### src/rtl/keypad_pkg.sv
// Shared types and constants for the 4x4 keypad scanner.
// The optional auto-repeat feature is enabled by defining KEYPAD_REPEAT_EN.
package keypad_pkg;

  typedef enum logic [1:0] {
    IDLE    = 2'd0,
    PENDING = 2'd1,
    HELD    = 2'd2
  } kp_state_e;

  localparam int KEY_CODE_W          = 4;
  localparam int KEYPAD_REPEAT_SCANS = 32;
  localparam int REP_CNT_W           = 6;

  // A key is identified by its matrix position, row index in the upper bits.
  function automatic logic [KEY_CODE_W-1:0] key_encode(input logic [1:0] row_idx,
                                                       input logic [1:0] col_idx);
    return {row_idx, col_idx};
  endfunction

endpackage

### src/rtl/keypad_debounce.sv
// Press/release debouncer evaluated once per full matrix scan.
// With KEYPAD_REPEAT_EN defined, a held key re-emits its code every
// KEYPAD_REPEAT_SCANS scans.
module keypad_debounce
  import keypad_pkg::*;
#(
  parameter int DEBOUNCE_SCANS = 4
) (
  input  logic                  clk_i,
  input  logic                  rst_i,
  input  logic                  scan_end_i,
  input  logic                  present_i,
  input  logic [KEY_CODE_W-1:0] code_i,
  output logic                  key_valid_o,
  output logic [KEY_CODE_W-1:0] key_code_o
);

  localparam logic [3:0] DEB_N = 4'(DEBOUNCE_SCANS);

  kp_state_e             state_q, state_d;
  logic [KEY_CODE_W-1:0] cand_q, cand_d;
  logic [3:0]            cnt_q, cnt_d;
  logic [3:0]            rel_cnt_q, rel_cnt_d;
  logic                  key_valid_q, key_valid_d;
  logic [KEY_CODE_W-1:0] key_code_q, key_code_d;
  logic                  accept_s;
  logic                  repeat_s;

`ifdef KEYPAD_REPEAT_EN
  localparam logic [REP_CNT_W-1:0] REP_N = REP_CNT_W'(KEYPAD_REPEAT_SCANS);
  logic [REP_CNT_W-1:0] rep_cnt_q, rep_cnt_d;

  // Repeat counter register: counts scans with the accepted key still down.
  always_ff @(posedge clk_i) begin
    if (rst_i) begin
      rep_cnt_q <= {REP_CNT_W{1'b0}};
    end else begin
      rep_cnt_q <= rep_cnt_d;
    end
  end

  // Repeat decision: only while HELD with the accepted code present.
  always_comb begin
    rep_cnt_d = rep_cnt_q;
    repeat_s  = 1'b0;
    if (scan_end_i) begin
      if ((state_q == HELD) && present_i && (code_i == cand_q)) begin
        if ((rep_cnt_q + {{(REP_CNT_W-1){1'b0}}, 1'b1}) == REP_N) begin
          repeat_s  = 1'b1;
          rep_cnt_d = {REP_CNT_W{1'b0}};
        end else begin
          rep_cnt_d = rep_cnt_q + {{(REP_CNT_W-1){1'b0}}, 1'b1};
        end
      end else begin
        rep_cnt_d = {REP_CNT_W{1'b0}};
      end
    end else begin
      rep_cnt_d = rep_cnt_q;
    end
  end
`else
  assign repeat_s = 1'b0;
`endif

  // State register plus registered outputs.
  always_ff @(posedge clk_i) begin
    if (rst_i) begin
      state_q     <= IDLE;
      cand_q      <= {KEY_CODE_W{1'b0}};
      cnt_q       <= 4'd0;
      rel_cnt_q   <= 4'd0;
      key_valid_q <= 1'b0;
      key_code_q  <= {KEY_CODE_W{1'b0}};
    end else begin
      state_q     <= state_d;
      cand_q      <= cand_d;
      cnt_q       <= cnt_d;
      rel_cnt_q   <= rel_cnt_d;
      key_valid_q <= key_valid_d;
      key_code_q  <= key_code_d;
    end
  end

  // Next-state logic; the FSM only moves on the scan-end strobe.
  always_comb begin
    state_d   = state_q;
    cand_d    = cand_q;
    cnt_d     = cnt_q;
    rel_cnt_d = rel_cnt_q;
    accept_s  = 1'b0;
    if (scan_end_i) begin
      case (state_q)
        IDLE: begin
          if (present_i) begin
            cand_d    = code_i;
            cnt_d     = 4'd1;
            rel_cnt_d = 4'd0;
            if (DEB_N == 4'd1) begin
              state_d  = HELD;
              accept_s = 1'b1;
            end else begin
              state_d = PENDING;
            end
          end else begin
            state_d = IDLE;
          end
        end
        PENDING: begin
          if (present_i) begin
            if (code_i == cand_q) begin
              cnt_d = cnt_q + 4'd1;
              if ((cnt_q + 4'd1) >= DEB_N) begin
                state_d   = HELD;
                accept_s  = 1'b1;
                rel_cnt_d = 4'd0;
              end else begin
                state_d = PENDING;
              end
            end else begin
              cand_d = code_i;
              cnt_d  = 4'd1;
            end
          end else begin
            state_d = IDLE;
            cnt_d   = 4'd0;
          end
        end
        HELD: begin
          if (present_i) begin
            rel_cnt_d = 4'd0;
          end else if ((rel_cnt_q + 4'd1) >= DEB_N) begin
            state_d   = IDLE;
            rel_cnt_d = 4'd0;
            cnt_d     = 4'd0;
          end else begin
            rel_cnt_d = rel_cnt_q + 4'd1;
          end
        end
        default: begin
          state_d   = IDLE;
          cnt_d     = 4'd0;
          rel_cnt_d = 4'd0;
        end
      endcase
    end else begin
      state_d = state_q;
    end
  end

  // Output logic: one-cycle pulse; the code only changes when a key is emitted.
  always_comb begin
    key_valid_d = accept_s | repeat_s;
    if (accept_s || repeat_s) begin
      key_code_d = code_i;
    end else begin
      key_code_d = key_code_q;
    end
  end

  assign key_valid_o = key_valid_q;
  assign key_code_o  = key_code_q;

endmodule

### src/rtl/keypad_scanner_16.sv
// 4x4 keypad scanner: column drive, row synchronizer, per-scan priority
// encode, debounce (keypad_debounce) and 4-digit value shift register.
// Optional auto-repeat is enabled by defining KEYPAD_REPEAT_EN.
module keypad_scanner_16
  import keypad_pkg::*;
#(
  parameter int SCAN_DIV_W     = 16,
  parameter int DEBOUNCE_SCANS = 4
) (
  input  logic                  clk,
  input  logic                  rst,
  input  logic [3:0]            row,
  input  logic                  clear,
  output logic [3:0]            col,
  output logic                  key_valid,
  output logic [KEY_CODE_W-1:0] key_code,
  output logic [15:0]           value
);

  localparam logic [SCAN_DIV_W-1:0] DIV_MAX = {SCAN_DIV_W{1'b1}};
  localparam logic [SCAN_DIV_W-1:0] DIV_ONE = {{(SCAN_DIV_W-1){1'b0}}, 1'b1};

  logic [3:0]            row_meta_q, row_sync_q;
  logic [SCAN_DIV_W-1:0] div_q, div_d;
  logic [1:0]            col_idx_q, col_idx_d;
  logic [3:0]            col_q, col_d;
  logic                  acc_present_q, acc_present_d;
  logic [KEY_CODE_W-1:0] acc_code_q, acc_code_d;
  logic [15:0]           value_q, value_d;

  logic                  sample_s;
  logic                  scan_end_s;
  logic [3:0]            row_hit_s;
  logic [1:0]            row_idx_s;
  logic                  carry_present_s;
  logic                  present_s;
  logic [KEY_CODE_W-1:0] code_s;
  logic                  key_valid_s;
  logic [KEY_CODE_W-1:0] key_code_s;

  assign sample_s   = (div_q == DIV_MAX);
  assign scan_end_s = sample_s && (col_idx_q == 2'd3);

  // Row synchronizer and scan/value state registers.
  always_ff @(posedge clk) begin
    if (rst) begin
      row_meta_q    <= 4'b1111;
      row_sync_q    <= 4'b1111;
      div_q         <= {SCAN_DIV_W{1'b0}};
      col_idx_q     <= 2'd0;
      col_q         <= 4'b1110;
      acc_present_q <= 1'b0;
      acc_code_q    <= {KEY_CODE_W{1'b0}};
      value_q       <= 16'h0000;
    end else begin
      row_meta_q    <= row;
      row_sync_q    <= row_meta_q;
      div_q         <= div_d;
      col_idx_q     <= col_idx_d;
      col_q         <= col_d;
      acc_present_q <= acc_present_d;
      acc_code_q    <= acc_code_d;
      value_q       <= value_d;
    end
  end

  // Priority encode: the first key found in the scan (lowest column) wins,
  // otherwise the lowest low row of the column being sampled now.
  always_comb begin
    row_hit_s = ~row_sync_q;
    if (row_hit_s[0]) begin
      row_idx_s = 2'd0;
    end else if (row_hit_s[1]) begin
      row_idx_s = 2'd1;
    end else if (row_hit_s[2]) begin
      row_idx_s = 2'd2;
    end else begin
      row_idx_s = 2'd3;
    end
    carry_present_s = (col_idx_q == 2'd0) ? 1'b0 : acc_present_q;
    if (carry_present_s) begin
      present_s = 1'b1;
      code_s    = acc_code_q;
    end else if (|row_hit_s) begin
      present_s = 1'b1;
      code_s    = key_encode(row_idx_s, col_idx_q);
    end else begin
      present_s = 1'b0;
      code_s    = {KEY_CODE_W{1'b0}};
    end
  end

  // Column dwell counter; at the end of each dwell sample and move to the next column.
  always_comb begin
    div_d = div_q + DIV_ONE;
    if (sample_s) begin
      col_idx_d     = col_idx_q + 2'd1;
      col_d         = ~(4'b0001 << col_idx_d);
      acc_present_d = present_s;
      acc_code_d    = code_s;
    end else begin
      col_idx_d     = col_idx_q;
      col_d         = col_q;
      acc_present_d = acc_present_q;
      acc_code_d    = acc_code_q;
    end
  end

  // Digit entry: clear has priority over shifting in a new key.
  always_comb begin
    if (clear) begin
      value_d = 16'h0000;
    end else if (key_valid_s) begin
      value_d = {value_q[11:0], key_code_s};
    end else begin
      value_d = value_q;
    end
  end

  keypad_debounce #(
    .DEBOUNCE_SCANS(DEBOUNCE_SCANS)
  ) u_debounce (
    .clk_i      (clk),
    .rst_i      (rst),
    .scan_end_i (scan_end_s),
    .present_i  (present_s),
    .code_i     (code_s),
    .key_valid_o(key_valid_s),
    .key_code_o (key_code_s)
  );

  assign col       = col_q;
  assign key_valid = key_valid_s;
  assign key_code  = key_code_s;
  assign value     = value_q;

endmodule
### config.mk
export PLATFORM = sky130hd
export DESIGN_NAME = keypad_scanner_16
export DESIGN_NICKNAME = d
export VERILOG_FILES = /design/src/rtl/keypad_pkg.sv /design/src/rtl/keypad_debounce.sv /design/src/rtl/keypad_scanner_16.sv
export SDC_FILE = /design/constraint.sdc
export NUM_CORES = 1
export LEC_CHECK = 0
export ABC_AREA = 1
export BUFFER_PORTS_ARGS = -buffer_cell sky130_fd_sc_hd__buf_2
export CAP_MARGIN = 30
export CORE_ASPECT_RATIO = 0.5
export CORE_MARGIN = 5
export CORE_UTILIZATION = 28
export DETAILED_ROUTE_END_ITERATION = 7
export SETUP_SLACK_MARGIN = 0.3
export SYNTH_ARGS = -nofsm -noshare
export SYNTH_HDL_FRONTEND = slang
export SYNTH_SLANG_ARGS = --single-unit
### constraint.sdc
create_clock -name clk -period 2.12 [get_ports clk]
set_input_delay 0.424 -clock clk [delete_from_list [all_inputs] [get_ports clk]]
set_output_delay 0.424 -clock clk [all_outputs]
set_load 0.01 [all_outputs]
# Word-level counts from Yosys, hierarchy flattened
# Index checks and enable logic that the tools add are counted.
[word_totals] regBits=70 out_inout_bits=25 in_bits=7
[op_classes] bitwise_logic=2 add_sub_neg=4 reduce_logical=10 magnitude_cmp=2 n_shift=1 eq_ne=13 muxes=37
[ops] operator="two-way mux 4 bit" count=16
[ops] operator="case mux 4 bit (3 select lines)" count=2
[ops] operator="adder 16 x 1 -> 16 bit (second input constant)" count=1
[ops] operator="== test 16 bit (second input constant)" count=1
[ops] operator="two-way mux 2 bit" count=7
[ops] operator="two-way mux 1 bit" count=10
[ops] operator="AND reduction 5 bit" count=2
[ops] operator="adder 4 x 1 -> 4 bit (second input constant)" count=2
[ops] operator=">= comparator 4 x 3 -> 1 bit (second input constant)" count=2
[ops] operator="!= test 2 bit (second input constant)" count=4
[ops] operator="NOT 4 bit" count=2
[ops] operator="case mux 4 bit (2 select lines)" count=1
[ops] operator="AND reduction 4 bit" count=2
[ops] operator="!= test 2 x 1 -> 1 bit (second input constant)" count=3
[ops] operator="case mux 2 bit (3 select lines)" count=1
[ops] operator="== test 2 bit (second input constant)" count=2
[ops] operator="== test 4 bit" count=1
[ops] operator="zero test 2 bit" count=2
[ops] operator="OR reduction 4 bit" count=1
[ops] operator="<< shifter 1 x 2 -> 4 bit (first input constant)" count=1
[ops] operator="!= test 3 x 2 -> 1 bit (second input constant)" count=1
[ops] operator="adder 2 x 1 -> 2 bit (second input constant)" count=1
[ops] operator="== test 2 x 1 -> 1 bit (second input constant)" count=1
[ops] operator="nonzero test 2 bit" count=1
[ops] operator="other kinds (2)" count=2

# Longest topological paths before layout
[depth] ltp_word=11 depth_mapped=15 ltp_nobuf=15

# Cells and area by module
# From an unflattened synthesis, not the netlist that was laid out.
[unflattened] hier_cells=452 area_unflattened_um2=3266.9
[by_module_without_submodules] mod="keypad_scanner_16" area_per_inst_um2=2168.3 instances=1 cells_each=285
[by_module_without_submodules] mod="keypad_debounce" area_per_inst_um2=1098.6 instances=1 cells_each=167

# Worst setup path before layout
# OpenSTA, ideal clock, no wires.
[synth_path] kind="flip-flop to flip-flop" startpoint="register col_idx_q[0]" endpoint="register u_debounce.cand_q[0]" n_path_buf=0 arrival_ns=1.776 path_slack_ns=0.229 stages_incl_launch_ff=14 setup_ns=0.115 period_less_slack_ns=1.891 path_cell_list="dfxtp_1 inv_1 ha_1 inv_1 nand2_1 or2_1 nand3_1 nand2_1 nor2_1 nand2_2 nand2_2 nand2_2 a21oi_1 nor2_1"
[synth_via] elab_chain_len=6
[synth_rtl] element="start, declared" line_no="keypad_scanner_16.sv:25" source="logic [1:0] col_idx_q, col_idx_d;"
[synth_rtl] element="start signal, assigned" line_no="keypad_scanner_16.sv:59" source="col_idx_q <= col_idx_d;"
[synth_rtl] element="zero test 2 bit" line_no="keypad_scanner_16.sv:80" source="carry_present_s = (col_idx_q == 2'd0) ? 1'b0 : acc_present_q;"
[synth_rtl] element="two-way mux 1 bit" line_no="keypad_scanner_16.sv:80"
[synth_rtl] element="two-way mux 4 bit" line_no="keypad_scanner_16.sv:81" source="if (carry_present_s) begin"
[synth_rtl] element="== test 4 bit or two-way mux 4 bit (tied branches)" line_no="keypad_debounce.sv:110" source="if (code_i == cand_q) begin"
[synth_rtl] element="!= test 2 bit (no source line) or two-way mux 4 bit (tied branches)"
[synth_rtl] element="AND reduction 5 bit (no source line) or case mux 4 bit (2 select lines) (tied branches)"
[synth_rtl] element="end signal, assigned" line_no="keypad_debounce.sv:69" source="cand_q <= {KEY_CODE_W{1'b0}};"
[synth_rtl] element="end signal, assigned" line_no="keypad_debounce.sv:76" source="cand_q <= cand_d;"
[synth_rtl] element="end, declared" line_no="keypad_debounce.sv:21" source="logic [KEY_CODE_W-1:0] cand_q, cand_d;"
# Several ways; a longest one is shown, not always the timed one. The select of a mux whose other input is x is not followed.
# A chain may end at the register's enable or synchronous reset.

# Worst setup path in the final report
[layout_path] startpoint="register col_idx_q[1]" endpoint="register u_debounce.cand_q[2]"
# The elaborated chain is that of the path after synthesis.

==> summary.txt <==
Outcome
  • Status: complete, no violations

Worst setup path
  • R2r setup slk: 240 ps
  • Required time at the endpoint of the critical path: 2350 ps
  • CP Class: reg -> reg
  • Data arrival at the endpoint of the critical path: between 2000 and 2500 ps
  • Worst Path Max Fanout: 8
  • Number of cell instances on the worst register-to-register path: 14
  • Endpoint kind of the worst setup timing path: flip-flop
  • CP Launch Type: flip-flop

Clock network
  • Root Buffer: sky130_fd_sc_hd__clkbuf_16
  • Worst-path clk slew: 60 ps
  • Clk sink count: 70
  • CTS buffer count: 9
  • Count of hold buffers inserted by post-cts repair: 0
  • Number of buffers on the longest clock path: 2
  • Later-pin clock latency in the skew report: 330 ps
  • CTS tree: yes
  • Maximum level of the CTS H-tree: 3

Final layout
  • Antenna diodes: 0
  • Syn-to-layout area delta: 29.4%
  • Share of cells above drive strength 1: between 20 and 30%
  • Net total in the final layout: 487
  • Non-filler cells in the finished layout: 622

Pwr
  • Power Dens Cells: 746 mW/mm²
  • Static power due to leakage: 1.78 nW
  • Worst IR Drop VDD: 410 µV

Die
  • Starting Density: 28.5%
  • Vertical extent of the die: roughly 85 µm
  • Horizontal extent of the die: 159 µm
  • Core Rows: 27
  • Ports: 32
  • Floorplan Core Area: between 0.01 and 0.015 mm²
  • DIE AREA: about 0.013 mm²

STA
  • Time the worst path needs with I/O delays and setup: 1880 ps
  • Number of max-slew violations in the final report: 0
  • Worst Clk Skew: 5.05 ps
  • Final setup violation count: 0
  • Fmax: 532 MHz
  • Transition time at the pin with the least slew margin: around 450 ps
  • Worst slew slack as a fraction of its limit: 70.0%
  • TNS Setup: 0 ps
  • Share of the clock period used by the worst path: between 80 and 90%
  • RSZ-0062 raised after global routing: true
  • Fin. Hold Viols: 0

Logic synthesis
  • Most common library cells after synthesis: 97 x sky130_fd_sc_hd__nand2_1, 70 x sky130_fd_sc_hd__dfxtp_1, 53 x sky130_fd_sc_hd__inv_1
  • Count of different cell masters after synthesis: 32
  • Synthesized Nets: 436
  • EDFF count, synth: 0
  • Cell Area, Synth: about 0.0031 mm²
  • Share of synthesized flip-flops with an asynchronous set or reset: 0%
  • Main flop type after synthesis: sky130_fd_sc_hd__dfxtp_1
  • Sequential cell area fraction in the yosys report: 44.9%
  • Leading area contributor after synthesis: sky130_fd_sc_hd__dfxtp_1
  • Mean instance size in the synthesized netlist: 7.41 µm²
  • Number of storage elements in the synthesis netlist: 70
  • Count of yosys warnings during synthesis: 0
  • Top-count cell post-synth: sky130_fd_sc_hd__nand2_1
  • Area fraction of the dominant cell type after synthesis: between 40% and 50%
  • Leading cell types by total area after synthesis: sky130_fd_sc_hd__dfxtp_1 45%, sky130_fd_sc_hd__nand2_1 12%, sky130_fd_sc_hd__a21oi_1 7.1%
  • Gate Count Post-Synth: 421

Global routing
  • Total gr overflow: 0
  • Initial antenna violation count: 0
  • Gr usage total: about 10%
  • Largest net degree at the start of global routing: 28
  • Global-route wire length before repair: 11.3 mm
  • Vias in the first global route: 2510

Route
  • Number of routed nets with antenna violations: 0
  • Number of remaining DRC errors: 0
  • Routed wire length: 6.68 mm
  • Number of detailed-route iterations in the first pass: 4
  • Routed via count: 2670
  • Via density: about 4.3
  • DRC marker count from the first detailed-route iteration: 117
  • Post-detailed-route wirelength per cell: 10.7 µm

Place
  • Dpl cells: 591
  • Final weighted congestion in routability-driven placement: 0.798
  • Sum of net half-perimeters after detailed placement: 4.62 mm
  • PortBufs: 31

Flow run
  • Max-capacitance violation count: 0

Min path
  • Worst min-delay path category: in -> reg
  • Number of cells traversed by the worst hold path: 2
## metal layers
metal,GRT usage (%),wire length [µm]
met2,17.0,3050
met4,4.33,117
met5,0,0
met1,12.3,3330
met3,3.14,189
## flip-flops by register name (all words and copies together) (netlist names)
signal,count
col,4
u_debounce.cnt_q,4
acc_code_q,4
div_q,16
u_debounce.cand_q,4
row_meta_q,4
u_debounce.key_code_o,4
row_sync_q,4
u_debounce.state_q,2
col_idx_q,2
value,16
u_debounce.key_valid_o,1
acc_present_q,1
u_debounce.rel_cnt_q,4
## critical path, stage by stage, from the launching register on
cell                      delay, ps
sky130_fd_sc_hd__dfxtp_2        360
sky130_fd_sc_hd__inv_4           40
sky130_fd_sc_hd__ha_4           170
sky130_fd_sc_hd__inv_4           70
sky130_fd_sc_hd__nand2_4         60
sky130_fd_sc_hd__or2_1          220
sky130_fd_sc_hd__nand3_1         80
sky130_fd_sc_hd__nand2_1         50
sky130_fd_sc_hd__nor2_1         110
sky130_fd_sc_hd__nand2_2        100
sky130_fd_sc_hd__buf_4          160
sky130_fd_sc_hd__nand2_4         80
sky130_fd_sc_hd__nand2_4         90
sky130_fd_sc_hd__a21oi_1        130
sky130_fd_sc_hd__nor2_1          50
## worst paths after layout
check,from,end
min reg2reg,row_meta_q[0]$_SDFF_PP1_,row_sync_q[0]$_SDFF_PP1_
max reg2reg,col_idx_q[1]$_SDFFE_PP0N_,u_debounce.cand_q[2]$_SDFFE_PP0P_
max,col_idx_q[1]$_SDFFE_PP0N_,u_debounce.cand_q[2]$_SDFFE_PP0P_
min,row[1],row_meta_q[1]$_SDFF_PP1_
## per-stage QoR
stage | power [mW] | hold slack (ps) | cell area, µm² | utilization (%) | worst slack, ps
final | 3.01 | 272 | 4040 | 36.9 | 242
after global routing | 3.12 | 275 | 4040 | 36.9 | 127
after detailed placement | 1.45 | 394 | 3480 | 31.8 | 156
after global placement | 1.45 | 397 | 3480 | 31.8 | 226
after floorplan | 1.43 | 389 | 3140 | - | 317
after CTS | 3.04 | 261 | 3930 | 35.9 | 252
## cells by family after synthesis
| kind of cell | synth area share (%) |
|---|---|
| and+or+nand+nor | 29.7 |
| AOI/OAI and AO/OA | 12.8 |
| DFF | 44.9 |
| buffers and inverters | 8.03 |
| adders and majority gates | 3.21 |
| xor gates and xnor gates | 1.40 |
## timing repair
action | in CTS | in global routing
buffers inserted | 10 | 5
resized for setup | 14 | 20
pin swaps | 12 | 11
setup endpoints to repair | 17 | 25
## where the power goes
| part | switching, mW | total (mW) | internal, mW |
|---|---|---|---|
| sequential | 0.00739 | 1.33 | 1.33 |
| combinational | 0.0678 | 0.109 | 0.0407 |
| clock | 0.559 | 1.57 | 1.01 |
## final cells by class
| class | count | area [µm²] |
|---|---|---|
| Inverter | 56 | 220 |
| Timing Repair Buffer | 50 | 314 |
| Multi-Input combinational cell | 285 | 1590 |
| Fill cell | 1150 | 6910 |
| Sequential cell | 70 | 1410 |
| Clock inverter | 4 | 53.8 |
| Tap cell | 145 | 181 |
| Clock buffer | 12 | 267 |
## layout by cell type, fill, tap and decap left out, types with 9 or more instances in the layout
cell type                   netlist  final
sky130_fd_sc_hd__nand2_1         97     93
sky130_fd_sc_hd__dfxtp_1         70     66
sky130_fd_sc_hd__inv_1           53     50
sky130_fd_sc_hd__a21oi_1         44     40
sky130_fd_sc_hd__nor2_1          43     39
sky130_fd_sc_hd__buf_2            2     31
sky130_fd_sc_hd__o21ai_0         26     25
sky130_fd_sc_hd__nand3_1         21     19
sky130_fd_sc_hd__buf_4            0     17
sky130_fd_sc_hd__clkbuf_16        0      9
No activity file was read; power rests on OpenSTA's default activity.
